**src/rtl/timer_arbiter.sv**
```systemverilog
// Round-robin arbiter sharing one long timer among four requesters.
// Define TIMER_ARB_WATCHDOG_EN to add a tick_5k watchdog that aborts a stuck grant.
module timer_arbiter #(
  parameter int WD_MARGIN = 16
) (
  input  logic        clk_sys,
  input  logic        rst,
  input  logic        tick_5k,
  input  logic [3:0]  req,
  input  logic [63:0] req_para,
  input  logic        timeup,
  output logic        start,
  output logic [15:0] timer_para,
  output logic [3:0]  grant,
  output logic [3:0]  done,
  output logic        busy,
  output logic        err
);

  typedef enum logic [1:0] {
    IDLE  = 2'd0,
    START = 2'd1,
    WAIT  = 2'd2,
    DONE  = 2'd3
  } state_t;

  state_t      state_r;
  logic [1:0]  last_r;
  logic [1:0]  owner_r;
  logic        timeup_r;
  logic [3:0]  grant_r;
  logic [15:0] timer_para_r;
  logic        start_r;
  logic [3:0]  done_r;
  logic        busy_r;
  logic        err_r;

  logic [2:0]  pick_s;
  logic        sel_valid_s;
  logic [1:0]  sel_idx_s;
  logic [15:0] sel_para_s;
  logic        rise_s;
  logic        expire_s;
  logic        abort_s;

  // Returns {found, index}; the offset-1 candidate is checked last so it wins.
  function automatic logic [2:0] rr_pick(input logic [3:0] r, input logic [1:0] last);
    logic [2:0] res;
    logic [1:0] idx;
    res = 3'b000;
    for (int i = 4; i >= 1; i--) begin
      idx = last + 2'(i);
      res = r[idx] ? {1'b1, idx} : res;
    end
    return res;
  endfunction

  // Requester selection and timeup edge detection.
  always_comb begin
    pick_s      = rr_pick(req, last_r);
    sel_valid_s = pick_s[2];
    sel_idx_s   = pick_s[1:0];
    sel_para_s  = req_para[{sel_idx_s, 4'b0000} +: 16];
    rise_s      = timeup & ~timeup_r;
  end

`ifdef TIMER_ARB_WATCHDOG_EN
  logic [16:0] wd_cnt_r;
  logic [16:0] wd_limit_s;
  logic        wd_abort_r;

  assign wd_limit_s = {1'b0, timer_para_r} + 17'(WD_MARGIN);
  assign expire_s   = (state_r == WAIT) && ((wd_cnt_r + {16'd0, tick_5k}) > wd_limit_s);
  assign abort_s    = wd_abort_r;

  // Watchdog tick counter; held at zero outside WAIT so it starts clean after START.
  always_ff @(posedge clk_sys) begin
    if (rst) begin
      wd_cnt_r <= 17'd0;
    end else if (state_r == WAIT) begin
      wd_cnt_r <= wd_cnt_r + {16'd0, tick_5k};
    end else begin
      wd_cnt_r <= 17'd0;
    end
  end

  // Remembers that DONE was reached by timeout; a real timeup edge takes priority.
  always_ff @(posedge clk_sys) begin
    if (rst) begin
      wd_abort_r <= 1'b0;
    end else if (state_r == WAIT) begin
      wd_abort_r <= expire_s & ~rise_s;
    end else if (state_r == IDLE) begin
      wd_abort_r <= 1'b0;
    end
  end
`else
  logic unused_s;

  assign expire_s = 1'b0;
  assign abort_s  = 1'b0;
  assign unused_s = tick_5k | (WD_MARGIN == 0);
`endif

  // Arbitration FSM; start/done/err trail the state by one cycle, busy spans both.
  always_ff @(posedge clk_sys) begin
    if (rst) begin
      state_r      <= IDLE;
      last_r       <= 2'd3;
      owner_r      <= 2'd0;
      timeup_r     <= 1'b0;
      grant_r      <= 4'b0000;
      timer_para_r <= 16'd0;
      start_r      <= 1'b0;
      done_r       <= 4'b0000;
      busy_r       <= 1'b0;
      err_r        <= 1'b0;
    end else begin
      timeup_r <= timeup;
      start_r  <= (state_r == START);
      done_r   <= (state_r == DONE) ? grant_r : 4'b0000;
      err_r    <= (state_r == DONE) && abort_s;
      case (state_r)
        IDLE: begin
          if (sel_valid_s) begin
            grant_r      <= 4'b0001 << sel_idx_s;
            owner_r      <= sel_idx_s;
            timer_para_r <= sel_para_s;
            busy_r       <= 1'b1;
            state_r      <= (sel_para_s == 16'd0) ? DONE : START;
          end else begin
            busy_r <= 1'b0;
          end
        end
        START: begin
          busy_r  <= 1'b1;
          state_r <= rise_s ? DONE : WAIT;
        end
        WAIT: begin
          busy_r  <= 1'b1;
          state_r <= (rise_s || expire_s) ? DONE : WAIT;
        end
        DONE: begin
          busy_r  <= 1'b1;
          grant_r <= 4'b0000;
          last_r  <= owner_r;
          state_r <= IDLE;
        end
        default: begin
          busy_r  <= 1'b0;
          grant_r <= 4'b0000;
          state_r <= IDLE;
        end
      endcase
    end
  end

  assign start      = start_r;
  assign timer_para = timer_para_r;
  assign grant      = grant_r;
  assign done       = done_r;
  assign busy       = busy_r;
  assign err        = err_r;

endmodule

```
**config.mk**
```make
export PLATFORM = sky130hd
export DESIGN_NAME = timer_arbiter
export DESIGN_NICKNAME = d
export VERILOG_FILES = /design/src/rtl/timer_arbiter.sv
export SDC_FILE = /design/constraint.sdc
export NUM_CORES = 1
export LEC_CHECK = 0
export ABC_AREA = 1
export BUFFER_PORTS_ARGS = -buffer_cell sky130_fd_sc_hd__clkbuf_2
export CAP_MARGIN = 5
export CORE_ASPECT_RATIO = 1.1
export CORE_MARGIN = 3
export CORE_UTILIZATION = 30
export CTS_BUF_LIST = sky130_fd_sc_hd__clkbuf_16
export DETAILED_ROUTE_END_ITERATION = 6
export PLACE_DENSITY = 0.59
export SLEW_MARGIN = 40
export SYNTH_ARGS = -nofsm -noshare
export SYNTH_HDL_FRONTEND = slang
export SYNTH_SLANG_ARGS = --single-unit
export TNS_END_PERCENT = 100
```
**constraint.sdc**
```tcl
create_clock -name clk_sys -period 1.7 [get_ports clk_sys]
set_input_delay 0.085 -clock clk_sys [delete_from_list [all_inputs] [get_ports clk_sys]]
set_output_delay 0.085 -clock clk_sys [all_outputs]
set_load 0.01 [all_outputs]
```
==> metrics.txt, run 1 <==
status finished, violations left; violated checks negative setup slack; Area growth syn-to-layout 66.9%; share of cells above drive strength 1 0.508; flops & latches, synth 33; antenna viol nets, final 0; sequential share of the synthesized area 0.299; # setup viols final 25; commonest cells in the netlist nand2_1 (149), nor2_1 (57), inv_1 (36); clock slew seen by the registers of the worst setup and hold paths 50 ps; Final Critical Period about 2100 ps; vias per inst roughly 4.6; setup TNS -5500 ps; multiplexer share of the synthesized area 0; ys flop type dfxtp_1; hold bufs inserted after CTS 0; Routed Wire Length 7.44 mm; TritonCTS buffer count 5; die area approximately 8400 sq um; HPWL Detailed 5.56 mm; cell taking the most area after synthesis dfxtp_1; largest net degree at the start of global routing 20; Post-Place Setup Slack -508 ps; area share of and/or/nand/nor cells after synthesis 0.454; drt initial violations 100; clk_lat worst skew 270 ps; share of the core filled with cells 0.520; site row count 32; Mapped Cells 376; Crit Path Max Fanout 8; Hold Path End timeup_r; Critical Path AT about 2300 ps; Final Instance Count excl. Fillers 595; CP endpoint kind register; Synth Area in XOR/XNOR 0; count leader, synth nand2_1; complex-gate fraction of the synthesized area 0.0980; clk_skew 3.36 ps; number of flops mapped to enable cells by yosys 0; GPL Wtd Cong 0.842; Register-to-Register Setup Slack -390 ps; syn avg cell area just under 6 sq um; first-pass GRT wire length 11.3 mm; TritonRoute pass-1 iters 4; grt ovf 0; clk sinks 33; # IOs 99; Crit Path Category reg2reg; Tcrit/Tclk final 1.23; PortBufs 96; Initial Utilization 0.312; Crit Reg-Reg Startpoint last_r[0]; adder-cell share of the synthesized area 0.0227; Placed Instances 577; Layout Nets 585; synthesized area 2210 sq um; die height 96.0 microns; CORE AREA 7090 sq um; Peak VDD IR about 640 uV; synth top area cells dfxtp_1 (30%), nand2_1 (25%), nor2_1 (9.7%); reg2reg end state_r[1]; top cell type's share of synthesized area 0.299; Yosys warning total 0; Max-cap violations 0; syn_nets approximately 450; Chip Width 87.8 microns; Slew Viols, Final 0; Hold Crit Class in2reg; startpoint types register; Total Routing Usage GR 0.170; CTS tree yes; WL per Instance 12.5 microns; fin worst setup slack -390 ps; largest family of logic cells by synthesized area simple AND/OR/NAND/NOR gates; CTS Root Cell clkbuf_16; post-route DRC violation count 0; Via Count 2714; antenna cell count 0; Final Hold Fails 0; FFs w/ async S/R, synth 0; P_leak 2.05 nW; fmax 479 MHz; Hold Crit Depth 3; RSZ-0062 raised after global routing yes; PwrDens 1830 nW/um^2; Worst R2R Path Depth 19; clk buf depth 2; hold path startpoint timeup; distinct cell type count after synthesis 26; initial antenna violation count 0; number of global-route vias before repair 2505; H-tree levels 2; Required @ worst endpoint 1910 ps
## sequential cells by signal, summed over array words and instances (netlist names)
signal	cells
grant	4
state_r	2
start	1
owner_r	2
timer_para	16
done	4
timeup_r	1
busy	1
last_r	2
## worst max-delay path by stage
| stage | startpoint | to | slack [ps] | cells past startpoint |
|---|---|---|---|---|
| after detailed placement | last_r[0] | state_r[1] | -510 | 16 |
| after global routing | last_r[0] | state_r[1] | -550 | 19 |
| after floorplan | last_r[0] | state_r[1] | -120 | 19 |
| after global placement | last_r[0] | state_r[1] | -470 | 15 |
| final | last_r[0] | state_r[1] | -390 | 19 |
| after CTS | last_r[0] | state_r[1] | -290 | 19 |
## worst max-delay path, cell delays in order (launching register included)
cell and delay (ps):
dfxtp_4 410, inv_6 60, nand2_2 60, nand2_2 60, nand2_2 100, nand2_2 70
nand2_4 90, nand2_4 60, nand2_4 90, nand2_8 100, clkbuf_16 170, nand2_1 50
nand2_1 50, nand2_1 60, nand2_2 60, nor2_1 120, nand3_1 90, nor2_1 120
nand2_1 80, a21oi_2 120
## where the power goes
part / leakage, nW / internal, W / total (W) / switching, W
Clock: 0.0826 / 0.000680 / 0.00100 / 0.000321
Combinational: 1.70 / 0.00201 / 0.00443 / 0.00241
Sequential: 0.272 / 0.00108 / 0.00131 / 0.000233
Total: 2.05 / 0.00377 / 0.00674 / 0.00297
## through the flow
step	total power, W	hold WS [ps]	instance area (sq um)
2_1_floorplan	0.00321	210	2220
3_3_place_gp	0.00438	308	2960
3_5_place_dp	0.00442	313	2960
4_1_cts	0.00581	30.3	3300
5_1_grt	0.00729	50.2	3690
6_report	0.00674	33.4	3690
## cell usage in the layout, fill, tap and decap left out, types with 7 or more instances in the layout
master and instances:
nand2_1 105, clkbuf_2 96, nand2_2 43, inv_1 35, nor2_1 31, dfxtp_1 31
buf_4 26, buf_6 17, nand3_1 16, nor2_4 15, nand3_2 12, nor2_2 12
o21ai_2 8, a21oi_1 8, o21ai_0 8, o21ai_1 7
## cells by family (layout without fill, tap and decap cells)
group / after synthesis / count (layout)
simple gates: 241 / 241
buf+inv: 58 / 192
compound gates: 39 / 39
flops: 33 / 33
fa+ha+maj: 4 / 4
other cells: 1 / 1
## per-layer routing
| layer | vias to the layer above | GRT usage | share of wire |
|---|---|---|---|
| met3 | 11 | 0.0240 | 0.052 |
| li1 | 1423 | - | - |
| met5 | - | 0 | 0 |
| met4 | 0 | 0.0460 | 0.015 |
| met2 | 83 | 0.298 | 0.51 |
| met1 | 1197 | 0.217 | 0.43 |
## final cells by class
class,count,area [sq um]
well taps,85,106
inverters,40,160
repair buffers,144,957
multi-input cells,285,1630
clock buffers,5,125
clock inverters,3,37.5
flip-flops and latches,33,666
fillers,711,3400
## timing repair
action / CTS / global route
hold endpoints to repair: 0 / 0
setup buffers: 1 / 8
cloned: 1 / 1
pin swaps: 6 / 42
gates resized for setup: 63 / 93
endpoints found under the setup margin: 25 / 25
(Power assumes the default switching activity.)
==> run 2: changes to the inputs <==
--- a/config.mk
+++ b/config.mk
@@ -5,7 +5,6 @@
 export SDC_FILE = /design/constraint.sdc
 export NUM_CORES = 1
 export LEC_CHECK = 0
-export ABC_AREA = 1
 export BUFFER_PORTS_ARGS = -buffer_cell sky130_fd_sc_hd__clkbuf_2
 export CAP_MARGIN = 5
 export CORE_ASPECT_RATIO = 1.1
@@ -13,7 +12,7 @@
 export CORE_UTILIZATION = 30
 export CTS_BUF_LIST = sky130_fd_sc_hd__clkbuf_16
 export DETAILED_ROUTE_END_ITERATION = 6
-export PLACE_DENSITY = 0.59
+export PLACE_DENSITY_LB_ADDON = 0.12
 export SLEW_MARGIN = 40
 export SYNTH_ARGS = -nofsm -noshare
 export SYNTH_HDL_FRONTEND = slang
==> metrics.txt, run 2 <==
hold bufs inserted after CTS 0 (unchanged); grt ovf 0 (unchanged); Worst R2R Path Depth 8 (-11); clk_skew 3.30 ps (-0.0584 ps); most common cell after layout, fill and taps aside clkbuf_2; PwrDens 1060 nW/um^2 (-42%); synth top area cells dfxtp_1 (36%), mux2i_1 (13%), a21oi_1 (8.5%); flops & latches, synth 33 (unchanged); Via Count 2002 (-26%); Post-Place Setup Slack -680 ps (-173 ps); GPL Wtd Cong 0.738 (-12%); H-tree levels 2 (unchanged); vias per inst 4.55 (-0.25%); final hold slack 41.1 ps (+7.78 ps); clk_lat worst skew 280 ps (about the same); CORE AREA 5840 sq um (-18%); RSZ-0062 raised after global routing yes; distinct cell type count after synthesis 33 (+27%); hold path startpoint timeup; Register-to-Register Setup Slack -580 ps (-190 ps); CTS Root Cell clkbuf_16; TritonRoute pass-1 iters 6 (+2); fmax 439 MHz (-8.3%); count leader, synth nand2_1; Highest Signal Layer met4; clk sinks 33 (unchanged); fin worst setup slack -580 ps (-190 ps); drt initial violations 36 (-64%); WL per Instance 12.6 microns (+0.70%); site row count 29 (-9.4%); sequential share of the synthesized area 0.361 (+0.0622); synthesized area 1830 sq um (-17%); die height 87.9 microns (-8.5%); syn avg cell area 8.02 sq um (+37%); # IOs 99 (unchanged); first-pass GRT wire length 8.40 mm (-26%); top cell type's share of synthesized area 0.361 (+0.0622); PortBufs 96 (unchanged); # setup viols final 16 (-36%); Max-cap violations 0 (unchanged); Required @ worst endpoint 1890 ps (-20 ps); most frequent cells in the layout clkbuf_2 (96), buf_4 (41), nand2_1 (40); HPWL Detailed 3.97 mm (-29%); largest net degree at the start of global routing 36 (+80%); Crit Path Max Fanout 6 (-2); share of cells above drive strength 1 0.507 (-0.000956); initial antenna violation count 0 (unchanged); antenna viol nets, final 0 (unchanged); Hold Crit Depth 2 (-1); TritonCTS buffer count 5 (unchanged); Worst Tran Pin Value 490 ps; Initial Utilization 0.313 (+0.00130); commonest cells in the netlist nand2_1 (40), dfxtp_1 (33), a21oi_1 (31); Total Routing Usage GR 0.152 (-0.0180); Final Critical Period 2280 ps (+190 ps); final instance area 3110 sq um (-16%); placed inst area 2570 sq um (-13%); die area 7070 sq um (-16%); Crit Path Category reg2reg; Layout Nets 438 (-25%); status finished, violations left; Crit Reg-Reg Startpoint last_r[1]; antenna cell count 0 (unchanged); Yosys warning total 0 (unchanged); Area growth syn-to-layout 69.9%; cell taking the most area after synthesis dfxtp_1; P_leak 1.46 nW (-29%); Routed Wire Length 5.54 mm (-26%); Tot Pwr 0.00330 W (-51%); Final Hold Fails 0 (unchanged); Hold Crit Class in2reg; Fill cells 578 (-19%); ys flop type dfxtp_1; Chip Width 80.4 microns (-8.4%); DR WL met2 2.77 mm (-26%); CP endpoint kind register; max FFs per register 16 (unchanged); Peak VDD IR 617 uV (-4.2%); CTS tree yes; Critical Path AT 2470 ps (+170 ps); post-route DRC violation count 0 (unchanged); reg2reg end state_r[1]; Slew Viols, Final 0 (unchanged); clock slew seen by the registers of the worst setup and hold paths 50 ps (about the same); Tcrit/Tclk final 1.34 (+0.112); number of global-route vias before repair 1882 (-25%); violated checks negative setup slack; FFs w/ async S/R, synth 0 (unchanged); M1 WL 2.36 mm (-26%); worst relative slew slack 0.670; syn_nets 304 (-33%); number of flops mapped to enable cells by yosys 0 (unchanged); clk buf depth 2 (unchanged); Mapped Cells 228 (-39%); Hold Path End timeup_r; met3 wire length 338 microns (-12%); startpoint types register
[run 2: changes by cell type after synthesis, sizes merged, moves of 20 or more]
| cell | previous run | this run |
|---|---|---|
| a21oi | 11 | 31 |
| inv | 40 | 4 |
| mux2i | 0 | 24 |
| nand2 | 153 | 40 |
| nand3 | 29 | 1 |
| nor2 | 58 | 13 |
| nor2b | 0 | 20 |
[run 2: how the worst max path moves through the flow]
stage	startpoint	endpoint	slack (ps)	depth (start not counted)
floorplan	last_r[1]	state_r[1]	-520	9
global placement	last_r[1]	state_r[1]	-610	8
detailed placement	last_r[0]	state_r[1]	-680	8
CTS	last_r[1]	state_r[1]	-540	8
global route	last_r[0]	state_r[1]	-710	8
finish	last_r[1]	state_r[1]	-580	8
[run 2: logic make-up (layout without fill, tap and decap cells)]
| logic type | after synthesis | in the layout | share of synthesized area |
|---|---|---|---|
| buffers and inverters | 20 | 154 | 0.0500 |
| AO/OA/AOI/OAI | 58 | 59 | 0.195 |
| adder cells (fa/ha/maj) | 4 | 4 | 0.0274 |
| flip-flops | 33 | 33 | 0.361 |
| multiplexers | 25 | 25 | 0.138 |
| AND/OR/NAND/NOR | 87 | 87 | 0.227 |
| other | 1 | 1 | 0.00205 |
[run 2: power breakdown]
group	internal (W)	total [W]	switching, W
Combinational	0.000650	0.00131	0.000662
Clock	0.000685	0.00100	0.000318
Sequential	0.000904	0.000983	0.0000787
Total	0.00224	0.00330	0.00106
[run 2: cell type report]
cell class / count / area [sq um] / area share
clock inverters: 3 / 41.3 / 0.0133
flip-flops and latches: 33 / 663 / 0.214
multi-input cells: 176 / 1280 / 0.411
inverters: 4 / 15.0 / 0.00483
well taps: 77 / 96.3 / 0.0310
repair buffers: 142 / 888 / 0.286
clock buffers: 5 / 125 / 0.0403
[run 2: critical path, stage by stage (launching register included)]
cell and delay (ps):
dfxtp_2 330, or3b_4 420, o221a_4 180, mux2i_1 180, mux2i_1 120, or4_4 540
nor3_2 120, nand4_1 110, a311oi_1 210
[run 2: per-stage QoR]
stage	util	instances	setup TNS (ps)
floorplan	-	228	-1600
global placement	0.440	413	-2440
detailed placement	0.440	413	-3070
CTS	0.483	427	-2660
global route	0.532	440	-4960
finish	0.532	440	-3320
[run 2: what timing repair did]
item	4_1_cts	5_1_grt
endpoints found under the hold margin	0	0
setup buffers	5	11
setup endpoints to repair	13	17
pin swaps	2	6
cloned	1	2
gates resized for setup	9	36
[run 2: metal layers]
metal	GRT usage	vias to the layer above
met1	0.184	872
li1	-	1056
met4	0.0461	0
met5	0	-
met2	0.269	68
met3	0.0350	6
